**src/rtl/centroid_update.sv**
```systemverilog
// Turns per-class coordinate sums and point counts into new centroids, one class
// at a time, using a bit-serial restoring divider shared across dimensions.
module centroid_update #(
  parameter int n = 8,
  parameter int d = 2
) (
  input  logic                   clk,
  input  logic                   rst,
  input  logic                   start,
  output logic [n-1:0]           rd_class,
  input  logic [d-1:0][63:0]     rd_sum,
  input  logic [31:0]            rd_count,
  input  logic [d-1:0][31:0]     rd_old,
  output logic                   wr_en,
  output logic [n-1:0]           wr_class,
  output logic [d-1:0][31:0]     wr_centroid,
  output logic                   busy,
  output logic                   done,
  output logic [n:0]             empty_classes
);

  localparam int DIM_W = (d > 1) ? $clog2(d) : 1;

  typedef enum logic [2:0] {IDLE, READ, LATCH, DIV, WRITE, FIN} state_t;

  state_t               state, state_n;
  logic [n-1:0]         idx;
  logic [DIM_W-1:0]     dim;
  logic [5:0]           bit_cnt;
  logic [63:0]          dvd;
  logic [31:0]          rem;
  logic [31:0]          divisor;
  logic [d-1:0][63:0]   sum_q;
  logic [d-1:0][31:0]   res, res_n;

  logic [32:0]          trial;
  logic                 q_bit;
  logic [31:0]          rem_step;
  logic [63:0]          dvd_step;
  logic                 last_bit, last_dim;

  function automatic logic [31:0] sat32(input logic [63:0] q);
    sat32 = (q[63:32] != 32'd0) ? 32'hFFFF_FFFF : q[31:0];
  endfunction

  // One restoring step: the quotient bit shifts into the dividend register,
  // so after 64 steps dvd holds the full quotient.
  always_comb begin
    trial    = {rem, dvd[63]};
    q_bit    = (trial >= {1'b0, divisor});
    rem_step = q_bit ? 32'(trial - {1'b0, divisor}) : trial[31:0];
    dvd_step = {dvd[62:0], q_bit};
    last_bit = (bit_cnt == 6'd63);
    last_dim = (dim == DIM_W'(d - 1));
  end

  always_comb begin
    state_n = state;
    res_n   = res;
    case (state)
      IDLE:  if (start) state_n = READ;
      READ:  state_n = LATCH;
      LATCH: begin
        if (rd_count == 32'd0) begin
          state_n = WRITE;
          res_n   = rd_old;
        end else begin
          state_n = DIV;
        end
      end
      DIV: begin
        if (last_bit) begin
          res_n[dim] = sat32(dvd_step);
          if (last_dim) state_n = WRITE;
        end
      end
      WRITE: state_n = (idx == '1) ? FIN : READ;
      FIN:   state_n = IDLE;
      default: state_n = IDLE;
    endcase
  end

  always_ff @(posedge clk or posedge rst) begin
    if (rst) begin
      state         <= IDLE;
      idx           <= '0;
      dim           <= '0;
      bit_cnt       <= '0;
      dvd           <= '0;
      rem           <= '0;
      divisor       <= '0;
      sum_q         <= '0;
      res           <= '0;
      rd_class      <= '0;
      wr_en         <= 1'b0;
      wr_class      <= '0;
      wr_centroid   <= '0;
      busy          <= 1'b0;
      done          <= 1'b0;
      empty_classes <= '0;
    end else begin
      state <= state_n;
      res   <= res_n;
      wr_en <= (state_n == WRITE);
      done  <= (state_n == FIN);
      if (state_n == WRITE) begin
        wr_class    <= idx;
        wr_centroid <= res_n;
      end
      case (state)
        IDLE: begin
          if (start) begin
            idx           <= '0;
            rd_class      <= '0;
            empty_classes <= '0;
            busy          <= 1'b1;
          end
        end
        LATCH: begin
          divisor <= rd_count;
          if (rd_count == 32'd0) begin
            empty_classes <= empty_classes + 1'b1;
          end else begin
            dim     <= '0;
            bit_cnt <= '0;
            rem     <= '0;
            dvd     <= rd_sum[0];
            sum_q   <= rd_sum >> 64;
          end
        end
        DIV: begin
          rem     <= rem_step;
          dvd     <= dvd_step;
          bit_cnt <= bit_cnt + 1'b1;
          // Next dimension's dividend is fed from the bottom of the sum queue.
          if (last_bit && !last_dim) begin
            dim   <= dim + 1'b1;
            rem   <= '0;
            dvd   <= sum_q[0];
            sum_q <= sum_q >> 64;
          end
        end
        WRITE: begin
          if (idx == '1) begin
            busy <= 1'b0;
          end else begin
            idx      <= idx + 1'b1;
            rd_class <= idx + 1'b1;
          end
        end
        default: ;
      endcase
    end
  end

endmodule

```
**config.mk**
```make
export PLATFORM = sky130hd
export DESIGN_NAME = centroid_update
export DESIGN_NICKNAME = d
export VERILOG_FILES = /design/src/rtl/centroid_update.sv
export SDC_FILE = /design/constraint.sdc
export NUM_CORES = 1
export LEC_CHECK = 0
export BUFFER_PORTS_ARGS = -buffer_cell sky130_fd_sc_hd__buf_4
export CELL_PAD_IN_SITES_DETAIL_PLACEMENT = 1
export CELL_PAD_IN_SITES_GLOBAL_PLACEMENT = 1
export CORE_MARGIN = 2
export CORE_UTILIZATION = 43
export CTS_BUF_LIST = sky130_fd_sc_hd__clkbuf_4
export CTS_CLUSTER_DIAMETER = 50
export DETAILED_ROUTE_END_ITERATION = 16
export PLACE_DENSITY = 0.92
export RECOVER_POWER = 50
export SLEW_MARGIN = 0
export SYNTH_ARGS = -nofsm -noshare
export SYNTH_HDL_FRONTEND = slang
export SYNTH_SLANG_ARGS = --single-unit
```
**constraint.sdc**
```tcl
create_clock -name clk -period 13.5 [get_ports clk]
set_input_delay 1.35 -clock clk [delete_from_list [all_inputs] [get_ports clk]]
set_output_delay 1.35 -clock clk [all_outputs]
set_load 0.03 [all_outputs]
```
==> impl_metrics.yaml <==
outcome:
  status: "finished, violations left"
  violations: "capacitance limit, slew limit"
power:
  clkPwrFrac: 0.171
  power_density_nw_per_um2: 285
  vdd_ir_drop_max_mv: 0.245
  p_int_w: 0.00301
  p_leak_nw: 9.40
  p_seq_frac: 0.282
  switching_share: 0.461
  share_comb_of_total_power: 0.547
  p_sw_w: 0.00257
  power_w: 0.00557
job:
  drv_cap: 3
place:
  dp_hpwl_um: 37700
  io_buffers: 318
  gp_congestion: 0.884
synthesis:
  synth_flop_cell: "dfrtp_1"
  syn_area_um2: 15900
  ys_warn_count: 0
  synth_nets: 2018
  synthAdderAreaFrac: 0.0287
  async_reset_ff_frac: 1.00
  synth.mux.area_fraction: 0.0342
  synth_top_area_cell: "dfrtp_1"
  synth-edff-count: 0
  synth_xor_area_frac: 0.0192
  avgSynthCellArea_um2: 9.09
  ys_types: 62
  synth_seq_cells: 326
  synth_area_leaders: "dfrtp_1 51%, nand2_1 9.0%, a221o_1 5.8%, o21ai_0 4.9%, a21oi_1 4.4%"
  syn-instance-count: 1755
  synthSimpleGateAreaFrac: 0.179
  synth_compound_area_frac: 0.186
  synth_top_area_share: 0.512
  yosysSeqAreaShare: 0.512
  synth_top_family_by_area: "compound AO/OA/AOI/OAI gates"
worst_setup_path:
  cp_data_required_time_ns: 14.24
  cp-startpoint: "rst"
  arrival_ns: 7.88
  endpoint_kind: "async pin"
  crit_type: "in -> async"
  startpoint_type: "input port"
  cp_max_fo: 101
  r2r_setup_slack_ns: 9.85
  timing.rr.start: "rem[2]"
sta:
  slew_viol_final: 232
  tns_ns: 0
  worstMarginPinSlew_ns: 4.54
  setup_viol: 0
  slew_headroom: -2.04
  hold_violations: 0
  grt_setup_unrepaired: "no"
  period_share: 0.529
  fin_skew_ns: 0.0563
  max_freq_ghz: 0.140
  finalCriticalPeriod_ns: 7.14
global_routing:
  grtUsageMet3: 0.0585
  grt_max_degree: 109
  gr-usage-all-layers: 0.287
  grt_pass1_wl_um: 87400
  grtUsageMet1: 0.377
  use_met2: 0.451
  grt_overflow: 0
  grt_pass1_vias: 15891
  grt_busiest_layer: "met2"
  antenna_found_initial: 4
floorplanning:
  std_cell_rows: 70
  die_w_um: 197
  dieArea_um2: 38600
  die_y_um: 197
  io_pins: 319
  initial_core_util: 0.437
  coreArea_um2: 36500
cts:
  cts_buffer_depth: 3
  clock_sinks: 326
  postCtsSetupBuffers: 0
  path_clk_slew_ns: 0.07
  ctsResizeCount: 0
  cts_max_level: 3
  cts_root_buf: "clkbuf_4"
  cts_tree: "built"
  insertion_delay_ns: 0.77
  hold_buffers: 0
  numCtsBuffers: 89
route:
  antenna_left: 0
  wl_um: 55500
  vias: 14920
  via_per_inst: 5.74
  drt_iter0_drc: 930
  drc_errors: 0
  first_pass_iters: 5
  routedWlPerCell_um: 21.3
worst_hold_path:
  holdCritPathClass: "reg -> reg"
  worst_hold_startpoint: "wr_centroid[62]"
cells_and_area:
  area_delta_synth_final_pct: 22.6
  drive_above_1_share: 0.217
  final_common_cell: "nand2_1"
  nNetsFinal: 2324
  final_cell_mix: "383 x nand2_1, 326 x dfrtp_1, 255 x buf_4, 156 x o21ai_0, 144 x clkbuf_4"
## critical path: stages
cell and delay [ns]:
clkbuf_4 0.11, clkinvlp_2 2.53, clkbuf_1 2.67, buf_4 1.10
## state kept, by name, indices dropped and copies added, names as in the netlist
register       flops
dvd               64
sum_q             64
wr_centroid       64
divisor           32
rem               32
res               32
empty_classes      9
idx                8
wr_class           8
bit_cnt            6
state              3
busy               1
dim                1
done               1
wr_en              1
## Yosys cell counts, types with 2 or more instances
cell type,instances
o21ai_1,5
ha_1,35
buf_6,3
nand2_1,384
a21o_1,13
dfrtp_1,326
and3_1,9
o22ai_1,2
xor2_1,22
a22o_1,5
nand4_1,12
buf_1,8
inv_1,47
nor4_1,17
a22oi_1,6
xnor2_1,13
clkbuf_1,98
o21bai_1,3
nand2b_1,7
o211a_1,2
mux2i_1,14
nand3_1,74
o211ai_1,2
nor3_1,6
nor2b_1,4
o21ai_0,156
buf_2,8
or2_2,2
a21oi_1,140
a31oi_1,9
or3_1,10
o21a_1,4
a31o_2,2
nor2_1,145
a41oi_1,2
mux2_2,36
and2_1,5
a221o_1,93
a21boi_0,3
## logic make-up after synthesis
kind of cell	count (synthesis)
and+or+nand+nor	682
AOI/OAI and AO/OA	460
DFF	326
buffers and inverters	166
muxes	50
adders and majority gates	36
xor gates and xnor gates	35
## layout make-up
| cell class | count | area (um2) |
|---|---|---|
| repair buffers | 333 | 2210 |
| well taps | 468 | 586 |
| flip-flops and latches | 326 | 8160 |
| multi-input cells | 1263 | 7200 |
| diodes | 4 | 10.0 |
| clock buffers | 143 | 1070 |
| clock inverters | 16 | 129 |
| inverters | 48 | 181 |
| fillers | 4326 | 17000 |
## stage by stage
| stage | setup slack (ns) | util | hold WS [ns] | area (um2) | std cells |
|---|---|---|---|---|---|
| 6_report | 6.36 | 0.535 | 0.482 | 19500 | 2601 |
| 5_1_grt | 5.19 | 0.535 | 0.503 | 19500 | 2600 |
| 4_1_cts | 9.17 | 0.543 | 0.485 | 19800 | 2597 |
| 3_5_place_dp | 8.38 | 0.510 | 0.469 | 18600 | 2438 |
| 3_3_place_gp | 8.49 | 0.510 | 0.460 | 18600 | 2438 |
| 2_1_floorplan | 3.12 | - | 0.443 | 15900 | 1755 |
## worst paths after layout
check | endpoint | depth (start not counted)
max in group clk | done | 10
hold / removal | wr_centroid[62] | 2
hold reg to reg | wr_centroid[62] | 2
min in group asynchronous | divisor[24] | 2
setup / recovery | dvd[30] | 4
setup reg to reg | rem[27] | 11
## power by group through the flow
stage	clock, W	combinational, W	sequential, W
after floorplan	0	0.00233	0.00150
after global placement	0	0.00285	0.00155
after detailed placement	0	0.00303	0.00158
after CTS	0.000978	0.00306	0.00157
after global routing	0.00103	0.00342	0.00161
final	0.000954	0.00305	0.00157
## routing by layer
metal | up-vias | wire length (um) | share of wire
met5 | - | 27 | 0.00049
met4 | 4 | 2500 | 0.045
met3 | 156 | 3420 | 0.062
met2 | 551 | 25700 | 0.46
met1 | 7409 | 23800 | 0.43
li1 | 6800 | - | -
No activity file was read; power rests on OpenSTA's default activity.
